<file path="src/rtl/box_area_accumulator_pkg.sv">
// box_area_accumulator_pkg: shared SPU constants, readout state type and default widths.
// Contents:
//   FRAME_NIBBLES   number of nibbles in one readout frame
//   FRAME_W         bit width of one packed frame
//   SUM_W_DEF       default width of the saturating sum
//   CNT_W_DEF       default width of the saturating sample count
//   state_t         readout FSM states (ACC: accumulating, DUMP: streaming a frame)
package box_area_accumulator_pkg;
    localparam int FRAME_NIBBLES = 6;
    localparam int FRAME_W       = 4 * FRAME_NIBBLES;
    localparam int SUM_W_DEF     = 12;
    localparam int CNT_W_DEF     = 4;
    typedef enum logic {ACC, DUMP} state_t;
endpackage

</file>
<file path="src/rtl/box_area_accumulator_if.sv">
// box_area_accumulator_if: sample input, control and nibble-stream signals of the accumulator.
// Signals:
//   in_valid, area_high, area_low   area sample strobe and its nibbles
//   clear, rd_start                 zero live statistics / request snapshot and readout
//   out_ready                       consumer accepts the current nibble
//   out_valid, out_nibble, out_last readout stream
//   busy, sat                       readout in progress / live sum has saturated
// Modports: master drives samples and control, slave is the accumulator.
interface box_area_accumulator_if;
    logic       in_valid;
    logic [3:0] area_high;
    logic [3:0] area_low;
    logic       clear;
    logic       rd_start;
    logic       out_ready;
    logic       out_valid;
    logic [3:0] out_nibble;
    logic       out_last;
    logic       busy;
    logic       sat;
    modport master (
        output in_valid, area_high, area_low, clear, rd_start, out_ready,
        input  out_valid, out_nibble, out_last, busy, sat
    );
    modport slave (
        input  in_valid, area_high, area_low, clear, rd_start, out_ready,
        output out_valid, out_nibble, out_last, busy, sat
    );
endinterface

</file>
<file path="src/rtl/box_area_accumulator_stat_update.sv">
// box_area_accumulator_stat_update: combinational next-value of the live statistics.
// Ports:
//   i_valid, i_clear, i_area      sample strobe, clear request, 8-bit area
//   i_sum, i_max, i_cnt, i_sat    current live statistics
//   o_sum, o_max, o_cnt, o_sat    statistics after this cycle's clear and sample
module box_area_accumulator_stat_update
    import box_area_accumulator_pkg::*;
#(
    parameter int SUM_W = SUM_W_DEF,
    parameter int CNT_W = CNT_W_DEF
) (
    input  logic             i_valid,
    input  logic             i_clear,
    input  logic [7:0]       i_area,
    input  logic [SUM_W-1:0] i_sum,
    input  logic [7:0]       i_max,
    input  logic [CNT_W-1:0] i_cnt,
    input  logic             i_sat,
    output logic [SUM_W-1:0] o_sum,
    output logic [7:0]       o_max,
    output logic [CNT_W-1:0] o_cnt,
    output logic             o_sat
);
    logic [SUM_W-1:0] w_sum;
    logic [7:0]       w_max;
    logic [CNT_W-1:0] w_cnt;
    logic             w_sat;
    logic [SUM_W:0]   w_add;
    logic             w_ovf;
    // Clear is applied first so a sample in the same cycle restarts the statistics.
    always_comb begin
        w_sum = i_clear ? '0 : i_sum;
        w_max = i_clear ? '0 : i_max;
        w_cnt = i_clear ? '0 : i_cnt;
        w_sat = i_clear ? 1'b0 : i_sat;
        w_add = {1'b0, w_sum} + (SUM_W+1)'(i_area);
        w_ovf = w_add[SUM_W];
        o_sum = !i_valid ? w_sum : (w_ovf ? '1 : w_add[SUM_W-1:0]);
        o_max = (i_valid && i_area > w_max) ? i_area : w_max;
        o_cnt = (i_valid && w_cnt != '1) ? w_cnt + CNT_W'(1) : w_cnt;
        o_sat = w_sat | (i_valid & w_ovf);
    end
endmodule

</file>
<file path="src/rtl/box_area_accumulator.sv">
// box_area_accumulator: running area statistics with a snapshot streamed out as nibbles.
// Ports:
//   clk    system clock
//   rst_n  synchronous active-low reset
//   bus    slave side of box_area_accumulator_if (samples, control, nibble stream, status)
module box_area_accumulator
    import box_area_accumulator_pkg::*;
#(
    parameter int SUM_W = SUM_W_DEF,
    parameter int CNT_W = CNT_W_DEF
) (
    input  logic                  clk,
    input  logic                  rst_n,
    box_area_accumulator_if.slave bus
);
    state_t           r_state, w_state_nxt;
    logic [2:0]       r_idx, w_idx_nxt;
    logic [SUM_W-1:0] r_sum, w_sum_nxt;
    logic [7:0]       r_max, w_max_nxt;
    logic [CNT_W-1:0] r_cnt, w_cnt_nxt;
    logic             r_sat, w_sat_nxt;
    logic [FRAME_W-1:0] r_snap, w_frame, w_frame_sh;
    logic             w_load;

    box_area_accumulator_stat_update #(.SUM_W(SUM_W), .CNT_W(CNT_W)) u_stat (
        .i_valid (bus.in_valid),
        .i_clear (bus.clear),
        .i_area  ({bus.area_high, bus.area_low}),
        .i_sum   (r_sum),
        .i_max   (r_max),
        .i_cnt   (r_cnt),
        .i_sat   (r_sat),
        .o_sum   (w_sum_nxt),
        .o_max   (w_max_nxt),
        .o_cnt   (w_cnt_nxt),
        .o_sat   (w_sat_nxt)
    );

    // The snapshot takes the post-update values so a sample in the rd_start cycle is included.
    assign w_frame = {12'(w_sum_nxt), w_max_nxt, 4'(w_cnt_nxt)};
    assign w_load  = (r_state == ACC) && bus.rd_start;

    always_comb begin
        w_state_nxt = r_state;
        w_idx_nxt   = r_idx;
        if (w_load) begin
            w_state_nxt = DUMP;
            w_idx_nxt   = '0;
        end else if (r_state == DUMP && bus.out_ready) begin
            w_state_nxt = (r_idx == 3'(FRAME_NIBBLES-1)) ? ACC : DUMP;
            w_idx_nxt   = r_idx + 3'd1;
        end
    end

    always_ff @(posedge clk) begin
        if (!rst_n) begin
            r_state <= ACC;
            r_idx   <= '0;
            r_sum   <= '0;
            r_max   <= '0;
            r_cnt   <= '0;
            r_sat   <= 1'b0;
            r_snap  <= '0;
        end else begin
            r_state <= w_state_nxt;
            r_idx   <= w_idx_nxt;
            r_sum   <= w_sum_nxt;
            r_max   <= w_max_nxt;
            r_cnt   <= w_cnt_nxt;
            r_sat   <= w_sat_nxt;
            if (w_load) r_snap <= w_frame;
        end
    end

    // Most significant nibble goes first; outputs decode registered state only.
    assign w_frame_sh     = r_snap << {r_idx, 2'b00};
    assign bus.busy       = (r_state == DUMP);
    assign bus.out_valid  = (r_state == DUMP);
    assign bus.out_nibble = bus.busy ? w_frame_sh[FRAME_W-1 -: 4] : 4'h0;
    assign bus.out_last   = bus.busy && (r_idx == 3'(FRAME_NIBBLES-1));
    assign bus.sat        = r_sat;
endmodule
</file>
<file path="src/flat_wrapper.sv">
// flat-port wrapper written by rule: the top's interface ports become plain ports
module box_area_accumulator_flat import box_area_accumulator_pkg::*;
#(
    parameter int SUM_W = SUM_W_DEF,
    parameter int CNT_W = CNT_W_DEF
)
  (clk, rst_n, bus_in_valid, bus_area_high, bus_area_low, bus_clear, bus_rd_start, bus_out_ready, bus_out_valid, bus_out_nibble, bus_out_last, bus_busy, bus_sat);
  box_area_accumulator_if bus_i ();
  input  logic clk;
  input  logic rst_n;
  input wire logic [$bits(bus_i.in_valid)-1:0] bus_in_valid;
  input wire logic [$bits(bus_i.area_high)-1:0] bus_area_high;
  input wire logic [$bits(bus_i.area_low)-1:0] bus_area_low;
  input wire logic [$bits(bus_i.clear)-1:0] bus_clear;
  input wire logic [$bits(bus_i.rd_start)-1:0] bus_rd_start;
  input wire logic [$bits(bus_i.out_ready)-1:0] bus_out_ready;
  output wire logic [$bits(bus_i.out_valid)-1:0] bus_out_valid;
  output wire logic [$bits(bus_i.out_nibble)-1:0] bus_out_nibble;
  output wire logic [$bits(bus_i.out_last)-1:0] bus_out_last;
  output wire logic [$bits(bus_i.busy)-1:0] bus_busy;
  output wire logic [$bits(bus_i.sat)-1:0] bus_sat;
  assign bus_i.in_valid = bus_in_valid;
  assign bus_i.area_high = bus_area_high;
  assign bus_i.area_low = bus_area_low;
  assign bus_i.clear = bus_clear;
  assign bus_i.rd_start = bus_rd_start;
  assign bus_i.out_ready = bus_out_ready;
  assign bus_out_valid = bus_i.out_valid;
  assign bus_out_nibble = bus_i.out_nibble;
  assign bus_out_last = bus_i.out_last;
  assign bus_busy = bus_i.busy;
  assign bus_sat = bus_i.sat;
  box_area_accumulator #(.SUM_W(SUM_W), .CNT_W(CNT_W)) u_core (.clk(clk), .rst_n(rst_n), .bus(bus_i));
endmodule
</file>
<file path="config.mk">
export PLATFORM = sky130hd
export DESIGN_NAME = box_area_accumulator_flat
export DESIGN_NICKNAME = d
export VERILOG_FILES = /design/src/rtl/box_area_accumulator_pkg.sv /design/src/rtl/box_area_accumulator_if.sv /design/src/rtl/box_area_accumulator_stat_update.sv /design/src/rtl/box_area_accumulator.sv /design/src/flat_wrapper.sv
export SDC_FILE = /design/constraint.sdc
export NUM_CORES = 1
export LEC_CHECK = 0
export CORE_MARGIN = 4
export CORE_UTILIZATION = 35
export CTS_CLUSTER_SIZE = 25
export DETAILED_ROUTE_END_ITERATION = 8
export PLACE_DENSITY = 0.58
export SLEW_MARGIN = 0
export SYNTH_ARGS = -nofsm -noshare
export SYNTH_HDL_FRONTEND = slang
export SYNTH_HIERARCHICAL = 1
export SYNTH_SLANG_ARGS = --single-unit
</file>
<file path="constraint.sdc">
create_clock -name clk -period 6.35 [get_ports clk]
set_input_delay 1.27 -clock clk [delete_from_list [all_inputs] [get_ports clk]]
set_output_delay 1.27 -clock clk [all_outputs]
set_load 0.02 [all_outputs]
</file>
== Word level (Yosys, flattened, before mapping) ==
Cells that the tools add are included.

* Output and inout port bits: 8
* Word-level logic and storage cells: 37
* Bits in latches: 0
* Input port bits: 14
* Memories: 0
* Bits in writable memories: 0
* Flip-flop bits (word level): 53
* Memory bits (read-only): 0

* Div/mod/pow operators: 0
* Magnitude comparators: 1
* Bitwise operators: 4
* Add/sub/neg operators: 3
* Equal/unequal tests: 2
* Muxes and demuxes: 12
* Shift-type cells: 1
* Multipliers: 0
* Reductions and logical operators: 7

{| class="wikitable"
|+ Operator list
! operator !! count
|-
| 12-bit two-way mux || 3
|-
| 24-bit by 5-bit << shifter with 24-bit output || 1
|-
| 8-bit two-way mux || 2
|-
| 12-bit by 8-bit adder with 13-bit output || 1
|-
| 4-bit two-way mux || 3
|-
| 8-bit greater-than comparator || 1
|-
| 1-bit logical AND || 5
|-
| 4-bit by 1-bit adder with 4-bit output, second input constant || 1
|-
| 1-bit two-way mux || 4
|-
| 4-bit != test, second input constant || 1
|-
| 3-bit by 1-bit adder with 3-bit output, second input constant || 1
|-
| 3-bit equality test, second input constant || 1
|-
| 1-bit inverter || 2
|-
| 2-bit nonzero test || 1
|-
| 2-bit OR reduction || 1
|-
| 1-bit bitwise AND || 1
|-
| 1-bit bitwise OR || 1
|}

== Longest topological paths before layout ==
Gate-level depths: netlist of the first run.

* Depth in word-level cells: 4
* Gate-level depth with buffers: 12
* Depth with buffers taken out: 11

== Cells and area by module ==
Netlist of the first run, hierarchy kept.

{| class="wikitable"
|+ By module, submodules not included
! module !! seq. area each (µm²) !! cells an instance !! area each (µm²) !! instances
|-
| box_area_accumulator || 1061.0 || 207 || 1911.8 || 1
|-
| box_area_accumulator_stat_update || 0.0 || 150 || 1054.8 || 1
|}

== Least setup slack after synthesis of the first run ==
No wires, ideal clock.

* Kind: input-to-reg
* Start: input bus_clear
* End: register u_core.r_snap[22]
* Path buffers: 1
* Required time: 6234 ps
* Slack: 2672 ps
* Stages: 12
* Data arrival time: 3562 ps
* Library setup time: 116 ps
* Path through: clkbuf_1 -> nor2b_1 -> ha_1 -> fa_1 -> a21oi_1 -> nor2b_1 -> a311o_1 -> a21o_2 -> nand4_1 -> mux2_1 -> nand2_1 -> a21oi_2

* Cells in the longest elaborated chain, start to end: 4

{| class="wikitable"
|+ Ends and longest elaborated chain
! what !! line !! RTL
|-
| from (decl) || flat_wrapper.sv:14 || <nowiki>input wire logic [$bits(bus_i.clear)-1:0] bus_clear;</nowiki>
|-
| 12-bit two-way mux (*) || box_area_accumulator_stat_update.sv:32 || <nowiki>w_sum = i_clear ? '0 : i_sum;</nowiki>
|-
| 12-bit by 8-bit adder with 13-bit output || box_area_accumulator_stat_update.sv:36 || <nowiki>w_add = {1'b0, w_sum} + (SUM_W+1)'(i_area);</nowiki>
|-
| 12-bit two-way mux || box_area_accumulator_stat_update.sv:38 || <nowiki>o_sum = !i_valid ? w_sum : (w_ovf ? '1 : w_add[SUM_W-1:0]);</nowiki>
|-
| 12-bit two-way mux (*) || box_area_accumulator_stat_update.sv:38 ||
|-
| net u_core.w_sum_nxt[10] || box_area_accumulator.sv:18 || <nowiki>logic [SUM_W-1:0] r_sum, w_sum_nxt;</nowiki>
|-
| to (signal assigned) || box_area_accumulator.sv:71 || <nowiki>if (w_load) r_snap <= w_frame;</nowiki>
|-
| to (decl) || box_area_accumulator.sv:22 || <nowiki>logic [FRAME_W-1:0] r_snap, w_frame, w_frame_sh;</nowiki>
|}

Mark *: on every way through the listed nets, which the timed path passes. The rest lies on a longest branch.
A chain may end at the register's enable or synchronous reset.

== Worst setup path after layout of the first run ==
Ends and elaborated chain as after synthesis.

==> flow_metrics.env, run 1 <==
export IMPL_status="finished clean"
export IMPL_synth_cells=357
export IMPL_worstReg2RegStart="u_core/r_sum[0]$_SDFF_PN0_"
export IMPL_nNetsFinal=404
export IMPL_yosysWarnings=6
export IMPL_grt_pass1_vias=2194
export IMPL_slew_headroom_pct=58.7
export IMPL_drt_iter0_markers=103
export IMPL_crit_type="input port to register"
export IMPL_min_path_cells=2
export IMPL_initial_core_util_pct=36.1
export IMPL_cts_resized=0
export IMPL_placeableCoreArea_um2=8220
export IMPL_fmax_ghz=0.260
export IMPL_placed_area_um2=3210
export IMPL_finClkSkew_ns=0.00582
export IMPL_wl_per_cell_um=13.6
export IMPL_worstMarginPinSlew_ns=0.618
export IMPL_grt_usage_pct=13.5
export IMPL_cts_sinks=53
export IMPL_cts_root_buf="clkbuf_8"
export IMPL_chipHeight_um=100
export IMPL_critPathCaptureType="register"
export IMPL_syn_avg_cell_area_um2=8.31
export IMPL_totalWireLength_um=6460
export IMPL_area_delta_synth_final_pct=11.2
export IMPL_finalSetupViolations=0
export IMPL_drv_cap=0
export IMPL_post_cts_setup_buffer_count=0
export IMPL_io_buffer_count=21
export IMPL_grt_overflow_total=0
export IMPL_synth_edf_count=0
export IMPL_dp_cells=468
export IMPL_irDropWorstVdd_mv=0.0916
export IMPL_fp_dieArea_um2=10000
export IMPL_fin_tns_setup_ns=0
export IMPL_row_count=33
export IMPL_final_common_cell="dfxtp_1"
export IMPL_hold_path_class="register to register"
export IMPL_ioPinCount=22
export IMPL_antenna_found_initial=0
export IMPL_numCtsBuffers=5
export IMPL_ant_nets=0
export IMPL_synth_distinct_cells=42
export IMPL_final_cell_mix="53 x dfxtp_1, 40 x a21oi_1, 39 x inv_1"
export IMPL_dieWidth_um=100
export IMPL_pre_cts_slack_ns=2.16
export IMPL_total_power_mw=0.688
export IMPL_gp_congestion=0.819
export IMPL_grt_max_degree=26
export IMPL_rsz0062_at_grt="false"
export IMPL_r2r_setup_slack_ns=3.69
export IMPL_arrival_ns=4.04
export IMPL_synthArstFlopShare_pct=0
export IMPL_powerDensity_nw_per_um2=208
export IMPL_grt_pass1_wl_um=10800
export IMPL_final_max_slew_viol_count=0
export IMPL_h_tree_depth=2
export IMPL_rr_worst_depth=11
export IMPL_cp_max_fo=23
export IMPL_layout_min_cycle_time_ns=3.84
export IMPL_num_antenna_cells=0
export IMPL_crit_required_ns=6.55
export IMPL_synth_nets=391
export IMPL_fin_area_um2=3300
export IMPL_ys_ff_latch=53
export IMPL_highest_layer="met4"
export IMPL_drive_gt1_share_pct=5.41
export IMPL_first_pass_iters=4
export IMPL_finalHoldViolations=0
export IMPL_wl_met3_um=214
export IMPL_met2_length_um=2770
export IMPL_synth_area_um2=2970
export IMPL_wirelength_met1_um=3410
export IMPL_synth_seq_area_share_pct=35.8
export IMPL_synthFlopType="dfxtp_1"
export IMPL_min_delay_start="u_core/r_snap[12]$_SDFFE_PN0P_"
export IMPL_cp_start_kind="input port"
export IMPL_hold_path_end="u_core/r_snap[12]$_SDFFE_PN0P_"
export IMPL_clk_pin_slew_ns=0.09
export IMPL_num_vias=2304
export IMPL_p_leak_nw=1.48
export IMPL_cts_tree="built"
export IMPL_place_hpwl_um=4890
export IMPL_cts_path_max_buffers=2
export IMPL_clkLatencyLatePin_ns=0.30
export IMPL_r2r_end="u_core/r_snap[22]$_SDFFE_PN0P_"
export IMPL_via_per_inst=4.85
export IMPL_ctsHoldBuffers=0
export IMPL_fin_crit_sh_pct=60.5
export IMPL_route_detailed_drc=0
export IMPL_instances_no_fill=475
export IMPL_fin_ws_ns=2.51
## routing by layer
layer,up-vias,track usage (%)
met2,36,21.0
met3,4,2.02
met4,0,3.32
li1,1210,-
met5,-,0
met1,1054,19.5
## area by class of cell
type	count	area [um^2]
repair buffers	24	233
clock buffers	6	82.6
inverters	39	146
well taps	105	131
clock inverters	1	7.51
flip-flops and latches	53	1060
fillers	836	4920
multi-input cells	247	1640
## state kept, by name, indices dropped and copies added (netlist names)
name and flops:
u_core/r_max 8, u_core/bus.sat 1, u_core/r_snap 24, u_core/bus.busy 1, u_core/r_sum 12, u_core/r_idx 3, u_core/r_cnt 4
## report_power, final
| group | internal [mW] | switching, mW |
|---|---|---|
| combinational | 0.0562 | 0.0705 |
| clock | 0.0864 | 0.106 |
| sequential | 0.355 | 0.0135 |
## worst max-delay path: stages
cell and delay (ns):
clkdlybuf4s50_1 0.55, buf_4 0.29, nor2b_1 0.10, ha_1 0.37, a21oi_2 0.20, nor2b_1 0.06, a311o_1 0.35, a21o_2 0.26
nand4_1 0.11, mux2_1 0.34, nand2_1 0.09, a21oi_2 0.05
## cells by family after synthesis
logic type | share of synthesized area [%]
buffers and inverters | 9.07
multiplexers | 7.55
AO/OA/AOI/OAI | 16.3
XOR/XNOR | 3.54
flip-flops | 35.8
adder cells (fa/ha/maj) | 8.69
AND/OR/NAND/NOR | 19.1
## Yosys cell counts, drive strengths merged (2+ instances only)
library cell / instances / area (um^2)
nor2b: 21 / 131
dfxtp: 53 / 1060
clkbuf: 6 / 22.5
nand4: 7 / 43.8
nor2: 34 / 128
a21oi: 43 / 226
nand3: 2 / 10.0
mux2: 3 / 33.8
xor2: 5 / 43.8
o22a: 4 / 35.0
mux2i: 19 / 190
o211ai: 3 / 22.5
o22ai: 4 / 25.0
and3: 2 / 12.5
a21o: 4 / 31.3
a31oi: 4 / 40.0
nand2b: 8 / 57.6
nor3b: 2 / 15.0
and2: 2 / 12.5
o21ai: 10 / 61.3
ha: 19 / 238
inv: 39 / 146
buf: 12 / 100
xnor2: 7 / 61.3
nand2: 35 / 131
## worst max-delay path by stage
| stage | from | to | slack, ns | cells past startpoint |
|---|---|---|---|---|
| finish | bus_clear | u_core/r_snap[22]$_SDFFE_PN0P_ | 2.51 | 12 |
| global route | bus_clear | u_core/r_snap[13]$_SDFFE_PN0P_ | 2.34 | 12 |
| CTS | bus_clear | u_core/r_snap[22]$_SDFFE_PN0P_ | 2.50 | 12 |
| detailed placement | bus_clear | u_core/r_snap[22]$_SDFFE_PN0P_ | 2.16 | 12 |
| global placement | bus_clear | u_core/r_snap[22]$_SDFFE_PN0P_ | 2.24 | 12 |
| floorplan | bus_clear | u_core/r_snap[22]$_SDFFE_PN0P_ | 2.67 | 12 |
## through the flow
step	hold slack [ns]	util, %
4_1_cts	0.498	40.1
2_1_floorplan	0.464	-
6_report	0.492	40.1
3_3_place_gp	0.474	39.0
3_5_place_dp	0.479	39.0
5_1_grt	0.517	40.1
Note: power is estimated with default switching activity, not from simulation.
==> run 2: changes to the inputs <==
--- a/config.mk
+++ b/config.mk
@@ -9,7 +9,7 @@
 export CORE_UTILIZATION = 35
 export CTS_CLUSTER_SIZE = 25
 export DETAILED_ROUTE_END_ITERATION = 8
-export PLACE_DENSITY = 0.58
+export PLACE_DENSITY = 0.6
 export SLEW_MARGIN = 0
 export SYNTH_ARGS = -nofsm -noshare
 export SYNTH_HDL_FRONTEND = slang
==> constraint.sdc (replaced) <==
create_clock -name clk -period 3.2 [get_ports clk]
set_input_delay 0.64 -clock clk [delete_from_list [all_inputs] [get_ports clk]]
set_output_delay 0.64 -clock clk [all_outputs]
set_load 0.02 [all_outputs]
==> run 2 against run 1 <==
Via count up 5.0%; combinational power is 130% higher; die area unchanged; sequential cell count did not move; worst hold slack is essentially flat; register-to-register slack worse by 3.1 ns; global-route usage up 0.90 points; clock-buffer cell count stayed put.
==> flow_metrics.env, run 2 (synthesis results as in run 1) <==
export IMPL_r2r_setup_slack_ns=0.62
export IMPL_powerDensity_nw_per_um2=395
export IMPL_grt_overflow_total=0
export IMPL_hold_slack_ns=0.492
export IMPL_final_common_cell="dfxtp_1"
export IMPL_layout_min_cycle_time_ns=3.00
export IMPL_fp_dieArea_um2=10000
export IMPL_grt_pass1_vias=2373
export IMPL_worstMarginPinSlew_ns=0.626
export IMPL_worstSetupPathDepth=11
export IMPL_num_vias=2419
export IMPL_worstReg2RegStart="u_core/r_sum[0]$_SDFF_PN0_"
export IMPL_ant_nets=0
export IMPL_route_detailed_drc=0
export IMPL_power_switching_mw=0.389
export IMPL_hold_path_class="register to register"
export IMPL_irDropWorstVdd_mv=0.197
export IMPL_drive_gt1_share_pct=11.6
export IMPL_wl_per_cell_um=14.1
export IMPL_sw_frac_of_total_pct=28.2
export IMPL_p_int_mw=0.994
export IMPL_total_power_mw=1.38
export IMPL_p_clk_share_pct=26.4
export IMPL_gp_congestion=0.856
export IMPL_rr_worst_depth=11
export IMPL_h_tree_depth=2
export IMPL_via_per_inst=4.82
export IMPL_status="finished clean"
export IMPL_finalHoldViolations=0
export IMPL_cp_start_kind="input port"
export IMPL_row_count=33
export IMPL_cts_path_max_buffers=2
export IMPL_pre_cts_slack_ns=-0.234
export IMPL_finClkSkew_ns=0.00559
export IMPL_crit_buf_inv=1
export IMPL_largest_reg_flops=24
export IMPL_final_cell_mix="53 x dfxtp_1, 40 x a21oi_1, 39 x inv_1"
export IMPL_io_buffer_count=21
export IMPL_ctsHoldBuffers=0
export IMPL_top_regs="u_core/r_snap x24, u_core/r_sum x12, u_core/r_max x8"
export IMPL_fin_ws_ns=0.199
export IMPL_seq_area_um2=1060
export IMPL_clkLatencyLatePin_ns=0.30
export IMPL_rsz0062_at_grt="false"
export IMPL_grt_pass1_wl_um=11500
export IMPL_fillerInstances=866
export IMPL_regMostFlops="u_core/r_snap"
export IMPL_r2r_end="u_core/r_snap[22]$_SDFFE_PN0P_"
export IMPL_crit_required_ns=3.40
export IMPL_crit_chain="clkdlybuf4s50_1 > ha_1 > fa_1 > a21oi_1 > nor2b_1 > a311o_1 > a21o_2 > nand4_1 > mux2_1 > nand2_1 > a21oi_2"
export IMPL_critPathCaptureType="register"
export IMPL_area_delta_synth_final_pct=18.0
export IMPL_first_pass_iters=4
export IMPL_share_seq_of_total_power_pct=53.0
export IMPL_critPathMaxStageDelay_ns=0.48
export IMPL_crit_type="input port to register"
export IMPL_p_comb_share_pct=20.7
export IMPL_cts_root_buf="clkbuf_8"
export IMPL_totalWireLength_um=7060
export IMPL_grt_max_degree=25
export IMPL_endpoint="u_core/r_snap[22]$_SDFFE_PN0P_"
export IMPL_initial_core_util_pct=36.1
export IMPL_cp_max_fo=4
export IMPL_finalSetupViolations=0
export IMPL_grt_usage_pct=14.4
export IMPL_startpoint="bus_area_low[0]"
export IMPL_numCtsBuffers=5
export IMPL_placeableCoreArea_um2=8220
export IMPL_ioPinCount=22
export IMPL_nNetsFinal=430
export IMPL_chipHeight_um=100
export IMPL_fmax_ghz=0.333
export IMPL_slew_headroom_pct=58.2
export IMPL_dieWidth_um=100
export IMPL_arrival_ns=3.20
export IMPL_fin_crit_sh_pct=93.8
export IMPL_crit_family="compound AO/OA/AOI/OAI gates"
export IMPL_post_route_util_pct=42.6
export IMPL_cts_sinks=53
export IMPL_num_antenna_cells=0
export IMPL_final_max_slew_viol_count=0
export IMPL_antenna_found_initial=0
export IMPL_multi_input_area_um2=1640
export IMPL_place_hpwl_um=5450
export IMPL_clk_pin_slew_ns=0.09
export IMPL_drt_iter0_markers=123
export IMPL_p_leak_nw=1.62
export IMPL_cpMaxStageDelayCell="clkdlybuf4s50_1"
export IMPL_cts_tree="built"
export IMPL_drv_cap=0
## run 2: cell types whose count changed in the layout (fill, tap and decap cells not counted)
cell / before / now
dlymetal6s2s_1: 0 / 1
clkinv_2: 0 / 2
clkbuf_8: 6 / 5
clkinvlp_4: 1 / 0
buf_4: 3 / 28
buf_12: 0 / 1
clkdlybuf4s50_1: 21 / 20
clkbuf_1: 0 / 1
## run 2: power by group through the flow
stage / clock, mW / combinational, mW / sequential, mW
global placement: 0 / 0.282 / 0.748
global route: 0.402 / 0.320 / 0.738
floorplan: 0 / 0.194 / 0.735
detailed placement: 0 / 0.286 / 0.747
finish: 0.365 / 0.286 / 0.732
CTS: 0.381 / 0.288 / 0.733
## run 2: final cells by class
class | instances | area share [%]
Multi-Input combinational cell | 247 | 46.7
Sequential cell | 53 | 30.3
Timing Repair Buffer | 50 | 12.7
Inverter | 39 | 4.18
Tap cell | 105 | 3.75
Clock buffer | 6 | 2.07
Clock inverter | 2 | 0.286
## run 2: worst min path at each step
stage          depth (start not counted)                              to                      startpoint  slack (ns)
6_report                               2  u_core/r_snap[12]$_SDFFE_PN0P_  u_core/r_snap[12]$_SDFFE_PN0P_        0.49
5_1_grt                                2   u_core/r_snap[7]$_SDFFE_PN0P_   u_core/r_snap[7]$_SDFFE_PN0P_        0.52
4_1_cts                                2  u_core/r_snap[17]$_SDFFE_PN0P_  u_core/r_snap[17]$_SDFFE_PN0P_        0.49
3_5_place_dp                           2  u_core/r_snap[17]$_SDFFE_PN0P_  u_core/r_snap[17]$_SDFFE_PN0P_        0.48
3_3_place_gp                           2  u_core/r_snap[14]$_SDFFE_PN0P_  u_core/r_snap[14]$_SDFFE_PN0P_        0.47
2_1_floorplan                          2  u_core/r_snap[22]$_SDFFE_PN0P_  u_core/r_snap[22]$_SDFFE_PN0P_        0.46
## run 2: layer usage
layer,vias to the layer above,wire length [um],track usage [%]
li1,1262,-,-
met1,1107,3440,18.9
met2,46,3260,23.7
met3,4,297,3.27
met4,0,64,4.25
met5,-,0,0
## run 2: timing repair
| action | in CTS | in global routing |
|---|---|---|
| gates resized for setup | 0 | 1 |
| setup buffers | 0 | 0 |
| endpoints found under the hold margin | 0 | 0 |
| setup endpoints to repair | 0 | 5 |
## run 2: worst register-to-register path, delay by kind of cell, from the launching register on
| kind | cells | cell delay [ns] |
|---|---|---|
| fa+ha+maj | 2 | 0.60 |
| simple gates | 4 | 0.41 |
| compound gates | 4 | 0.83 |
| flops | 1 | 0.30 |
| mux | 1 | 0.32 |
## run 2: through the flow
step	TNS [ns]	std cells	cell area, um^2
floorplan	0	357	2970
global placement	-3.74	494	3420
detailed placement	-4.37	494	3420
CTS	0	502	3500
global route	0	502	3500
finish	0	502	3500
